**config.mk**
```make
export PLATFORM = sky130hd
export DESIGN_NAME = vga_timing_gen
export DESIGN_NICKNAME = d
export VERILOG_FILES = /design/src/rtl/vga_timing_gen.sv
export SDC_FILE = /design/constraint.sdc
export NUM_CORES = 1
export LEC_CHECK = 0
export CELL_PAD_IN_SITES_DETAIL_PLACEMENT = 2
export CELL_PAD_IN_SITES_GLOBAL_PLACEMENT = 2
export CORE_MARGIN = 3
export CORE_UTILIZATION = 27
export CTS_CLUSTER_SIZE = 16
export DETAILED_ROUTE_END_ITERATION = 16
export MAX_ROUTING_LAYER = met4
export PLACE_DENSITY_LB_ADDON = 0.2
export SLEW_MARGIN = 20
export SYNTH_ARGS = -nofsm -noshare
export SYNTH_HDL_FRONTEND = slang
export SYNTH_SLANG_ARGS = --single-unit
```
**constraint.sdc**
```tcl
create_clock -name Clk -period 2.2 [get_ports Clk]
set_input_delay 0.44 -clock Clk [delete_from_list [all_inputs] [get_ports Clk]]
set_output_delay 0.44 -clock Clk [all_outputs]
set_load 0.005 [all_outputs]
```
**src/rtl/vga_timing_gen.sv**
```systemverilog
// VGA raster timing: pixel enable, syncs, blanking, DrawX/DrawY, line/frame strobes.
// Decoded outputs register alongside the counters with zero relative latency; free-running, no backpressure.
module vga_timing_gen #(
   parameter int H_VISIBLE = 640,
   parameter int H_FP      = 16,
   parameter int H_SYNC    = 96,
   parameter int H_BP      = 48,
   parameter int V_VISIBLE = 480,
   parameter int V_FP      = 10,
   parameter int V_SYNC    = 2,
   parameter int V_BP      = 33,
   parameter int CLK_DIV   = 2
) (
   input  logic        Clk,
   input  logic        Reset,
   output logic        pix_en,
   output logic        VGA_HS,
   output logic        VGA_VS,
   output logic        VGA_BLANK_N,
   output logic        VGA_SYNC_N,
   output logic [9:0]  DrawX,
   output logic [9:0]  DrawY,
   output logic        line_start,
   output logic        frame_start,
   output logic [15:0] frame_count
);
   localparam int H_TOTAL = H_VISIBLE + H_FP + H_SYNC + H_BP;
   localparam int V_TOTAL = V_VISIBLE + V_FP + V_SYNC + V_BP;
   localparam int DIV_W   = (CLK_DIV > 1) ? $clog2(CLK_DIV) : 1;

   localparam logic [DIV_W-1:0] DIV_LAST = DIV_W'(CLK_DIV - 1);
   localparam logic [9:0]  X_LAST   = 10'(H_TOTAL - 1);
   localparam logic [9:0]  Y_LAST   = 10'(V_TOTAL - 1);
   localparam logic [9:0]  X_VIS    = 10'(H_VISIBLE);
   localparam logic [9:0]  Y_VIS    = 10'(V_VISIBLE);
   // 11-bit bounds so a sync region ending exactly at 1024 still compares correctly
   localparam logic [10:0] HS_START = 11'(H_VISIBLE + H_FP);
   localparam logic [10:0] HS_END   = 11'(H_VISIBLE + H_FP + H_SYNC);
   localparam logic [10:0] VS_START = 11'(V_VISIBLE + V_FP);
   localparam logic [10:0] VS_END   = 11'(V_VISIBLE + V_FP + V_SYNC);

   generate
      if (H_TOTAL > 1024 || V_TOTAL > 1024 || CLK_DIV < 1) begin : g_bad_params
         $error("vga_timing_gen: totals must fit in 10 bits and CLK_DIV must be >= 1");
      end
   endgenerate

   logic [DIV_W-1:0] div;
   logic             x_wrap;
   logic             y_wrap;
   logic [9:0]       next_x;
   logic [9:0]       next_y;

   function automatic logic hs_of(input logic [9:0] x);
      return !(({1'b0, x} >= HS_START) && ({1'b0, x} < HS_END));
   endfunction

   function automatic logic vs_of(input logic [9:0] y);
      return !(({1'b0, y} >= VS_START) && ({1'b0, y} < VS_END));
   endfunction

   assign pix_en     = (div == DIV_LAST);
   assign VGA_SYNC_N = 1'b0;

   always_comb begin
      x_wrap = (DrawX == X_LAST);
      y_wrap = (DrawY == Y_LAST);
      next_x = x_wrap ? 10'd0 : DrawX + 10'd1;
      next_y = DrawY;
      if (x_wrap) begin
         next_y = y_wrap ? 10'd0 : DrawY + 10'd1;
      end
   end

   // Decodes are taken from next_x/next_y so they land in the same cycle as the counters.
   always_ff @(posedge Clk) begin
      if (Reset) begin
         div         <= '0;
         DrawX       <= 10'd0;
         DrawY       <= 10'd0;
         VGA_HS      <= 1'b1;
         VGA_VS      <= 1'b1;
         VGA_BLANK_N <= 1'b1;
         line_start  <= 1'b0;
         frame_start <= 1'b0;
         frame_count <= 16'd0;
      end else begin
         div         <= pix_en ? '0 : div + 1'b1;
         line_start  <= 1'b0;
         frame_start <= 1'b0;
         if (pix_en) begin
            DrawX       <= next_x;
            DrawY       <= next_y;
            VGA_HS      <= hs_of(next_x);
            VGA_VS      <= vs_of(next_y);
            VGA_BLANK_N <= (next_x < X_VIS) && (next_y < Y_VIS);
            line_start  <= x_wrap;
            frame_start <= x_wrap && y_wrap;
            if (x_wrap && y_wrap) begin
               frame_count <= frame_count + 16'd1;
            end
         end
      end
   end
endmodule

```
# After elaboration in Yosys (flattened, before gate mapping)
# Index checks and enable logic that the tools add are counted.
classes:
  n_addsub: 4
  magnitude_cmp: 6
  n_eq_ne: 2
  mux: 3
  bitwise_logic: 1
  reduce_logical: 9
op_table:
  columns: ["cell", "count"]
  rows:
  - ["$mux 10", 3]
  - ["$add 10x1->10 const B", 2]
  - ["$eq 10x10->1 const B", 2]
  - ["$lt 10x10->1 const B", 2]
  - ["$lt 10x9->1 const B", 2]
  - ["$add 16x1->16 const B", 1]
  - ["$ge 10x10->1 const B", 1]
  - ["$ge 10x9->1 const B", 1]
  - ["$logic_and 1x1->1", 4]
  - ["$reduce_or 2->1", 2]
  - ["$logic_not 1->1", 2]
  - ["$reduce_and 2->1", 1]
  - ["$add 1x1->1 const B", 1]
  - ["$not 1->1", 1]
word_totals:
  register_bits: 42
  in_bits: 2
  out_inout_bits: 43
  wordCells: 34

# Depth between registers and ports, before layout
depth:
  depth_word: 6
  depth_mapped: 8
  depth_no_buf: 7

# Worst setup path before layout
# Ideal clock, no wire load.
synth_timing:
  path_type: "reg2reg"
  startpoint: "reg DrawX[0]"
  endpoint: "reg frame_count[11]"
  setup_ns: 0.071
  t_arrival_ns: 2.185
  required_time_ns: 2.129
  setup_slack_ns: -0.055
  stages_incl_launch_ff: 8
  n_path_buf: 1
  cell_sequence: "dfxtp_1 -> ha_1 -> and4_1 -> buf_6 -> nand3_4 -> or4_4 -> or4_1 -> a21oi_1"
synth_via:
  elab_chain_cells: 3
synth_rtl:
  columns: ["element", "line", "source"]
  rows:
  - ["start, declared", "21", "output logic [9:0] DrawX,"]
  - ["start signal, assigned", "92", "DrawX <= next_x;"]
  - ["$eq 10x10->1", "66", "x_wrap = (DrawX == X_LAST);"]
  - ["$logic_and 1x1->1", "99", "if (x_wrap && y_wrap) begin"]
  - ["$reduce_and 2->1 (no source line)", null, null]
  - ["end signal, assigned", "100", "frame_count <= frame_count + 16'd1;"]
  - ["end, declared", "25", "output logic [15:0] frame_count"]
# Every way passes these cells.
# A chain may end at the register's enable or synchronous reset.

# Worst setup path in the final report
# Same ends and word-level chain as after synthesis.

==> run_results.csv <==
group,metric,value,unit
sta,post-route-min-period,2089,ps
route,drt-total-wl,8313,µm
floorplan,coreArea,7968,µm²
critical_path,worstRegToRegCells,6,
sta,rsz0062_at_grt,"false",
route,wl_per_cell,17.88,µm
route,drt-vias-per-instance,5.256,
clock_tree,clock_path_buffers,2,
critical_path,cp-end-kind,"register",
route,vias,2444,
logic_synthesis,synth_edf_count,0,
logic_synthesis,yosys_warnings,0,
cells_and_area,synthToLayoutAreaGrowth,39.10,%
place,io_buffers,43,
clock_tree,cts.clk_slew.worst_paths,90,ps
pwr,irDropWorstVdd,0.2248,mV
cells_and_area,fillers,924,
clock_tree,root_buffer,"clkbuf_8",
run_status,status,"complete, no violations",
clock_tree,cts_tree,"yes",
route,ant_nets,0,
clock_tree,cts_hold_buffers,0,
sta,setup_viol,0,
place,post-place-ws,31.03,ps
global_route,grt_usage,0.1812,
floorplan,dieArea,9577,µm²
clock_tree,worstSkewPairLatency,300,ps
sta,maxSlewViolCount,0,
critical_path,start_kind,"register",
place,dp_hpwl,6379,µm
sta,timing.hold.ws,514.8,ps
floorplan,die-height,97.86,µm
clock_tree,cts_buffers,5,
cells_and_area,drive_above_1_share,0.1708,
logic_synthesis,syn-instance-count,286,
critical_path,path_class,"reg -> reg",
sta,min_period_over_period,0.9496,
sta,max_freq,0.4786,GHz
global_route,antenna_found_initial,0,
sta,clock_skew,6.188,ps
critical_path,arrival,2330,ps
cells_and_area,final_cell_mix,"clkdlybuf4s50_1 (43), buf_4 (43), dfxtp_1 (39)",
global_route,grt_pass1_wl,13770,µm
floorplan,start_util,0.2860,
pwr,p_per_area,423.3,nW/µm²
route,drc,0,
min_path,hold_class,"reg -> reg",
route,drt_pass1_iterations,4,
global_route,grt_pass1_vias,2563,
sta,final_hold_viol_count,0,
min_path,min_path_cells,2,
floorplan,dieWidth,97.86,µm
route,drtIter0Drc,92,
global_route,grt_start_max_net_pins,18,
floorplan,row_count,32,
cells_and_area,antenna_cells,0,
logic_synthesis,syn-cell-area,2278,µm²
logic_synthesis,yosys_register_bits,42,
place,dpl.cell_count,457,
flow_run,cap_violations,0,
logic_synthesis,syn_nets,293,
logic_synthesis,async_flop_share,0,
sta,tns,0,ps
sta,layout_setup_ws,110.8,ps
floorplan,io_pins,45,
logic_synthesis,ys.flop_type,"dfxtp_1",
logic_synthesis,ys_types,54,
global_route,grt-ovfl-total,0,
cells_and_area,fin_util,0.3978,
clock_tree,htreeDepth,2,
cells_and_area,fin_cells,465,
logic_synthesis,seq_area_frac_synth,0.3690,
critical_path,cp_data_required_time,2440,ps
pwr,p_leak,1.131,nW
clock_tree,cts.sinks,42,
place,gp_congestion,0.8325,
cells_and_area,fin_nets,370,
logic_synthesis,synth.avg_cell_area,7.967,µm²
critical_path,crit_path_max_fanout,6,
power breakdown:
group	switching [mW]	total, mW	internal (mW)
clock network	0.286	0.500	0.214
registers	0.00258	0.767	0.764
logic	0.0450	0.0748	0.0298
total	0.334	1.34	1.01
worst max-delay path, cell delays in order, from the launching register on:
cell and delay (ps):
dfxtp_2 340, ha_2 180, and4_4 240, nand3_4 70
or4_4 580, or4_1 480, a21oi_1 150
per-layer routing:
metal	global-route usage	vias up	part of all wire
li1	-	1198	-
met1	0.2587	1196	0.51
met2	0.2754	43	0.46
met3	0.02571	7	0.031
met4	0.03195	0	0.0066
met5	-	-	0
timing repair:
item,in CTS,in global routing
cloned,0,0
setup endpoints to repair,1,9
pin swaps,1,1
setup buffers,0,1
resized for setup,0,5
path summary, 6_finish.rpt:
| kind | to | from | slack, ps |
|---|---|---|---|
| worst min register to register | frame_count[14] | frame_count[14] | 510 |
| worst max-delay path | frame_count[11] | DrawX[0] | 110 |
| worst min-delay path | frame_count[14] | frame_count[14] | 510 |
| worst max register to register | frame_count[11] | DrawX[0] | 110 |
synthesized netlist by cell type, types with 2 or more instances:
library cell,number,area share
dfxtp_1,42,0.37
nor2_1,28,0.046
o21ai_0,24,0.053
nand2_1,21,0.035
a21oi_1,17,0.037
nand3_1,14,0.031
nand4_1,14,0.038
nor4_1,11,0.030
clkbuf_1,10,0.016
nor3_1,10,0.022
inv_1,9,0.015
xnor2_1,8,0.031
or3_1,7,0.019
a21o_1,5,0.016
and3_1,5,0.014
ha_1,5,0.027
xor2_1,5,0.019
or4_1,4,0.013
o31a_1,3,0.012
o31ai_1,3,0.0099
a31oi_1,2,0.0055
and4_1,2,0.0077
buf_2,2,0.0044
buf_4,2,0.0066
nand3b_1,2,0.0066
o21a_1,2,0.0066
o311ai_0,2,0.0077
kinds of logic (layout without fill, tap and decap cells):
family / after synthesis / count (layout) / synth area share
AO/OA/AOI/OAI: 68 / 68 / 0.1834
XOR/XNOR: 13 / 13 / 0.04997
adder cells (fa/ha/maj): 5 / 5 / 0.02746
buffers and inverters: 25 / 102 / 0.04887
flip-flops: 42 / 42 / 0.3690
multiplexers: 2 / 2 / 0.009335
other: 1 / 1 / 0.001646
AND/OR/NAND/NOR: 130 / 130 / 0.3103
metrics by stage:
step	power, mW	area (µm²)
finish	1.342	3169
global placement	0.8572	3079
detailed placement	0.8591	3079
CTS	1.354	3158
global route	1.399	3169
floorplan	0.8182	2283
state kept, by name, indices dropped and copies added, names as in the netlist:
signal	flops
frame_count	16
DrawX	10
DrawY	10
VGA_BLANK_N	1
VGA_HS	1
VGA_VS	1
frame_start	1
line_start	1
pix_en	1
area by class of cell:
class,count,area [µm²],area share
clock buffer,5,68.82,0.02171
clock inverter,2,10.01,0.003158
inverter,9,33.78,0.01066
multi-input combinational,219,1331,0.4201
sequential,42,844.6,0.2665
tap,102,127.6,0.04027
timing repair buffer,86,753.2,0.2377
Power figures use the tool's default switching activity.
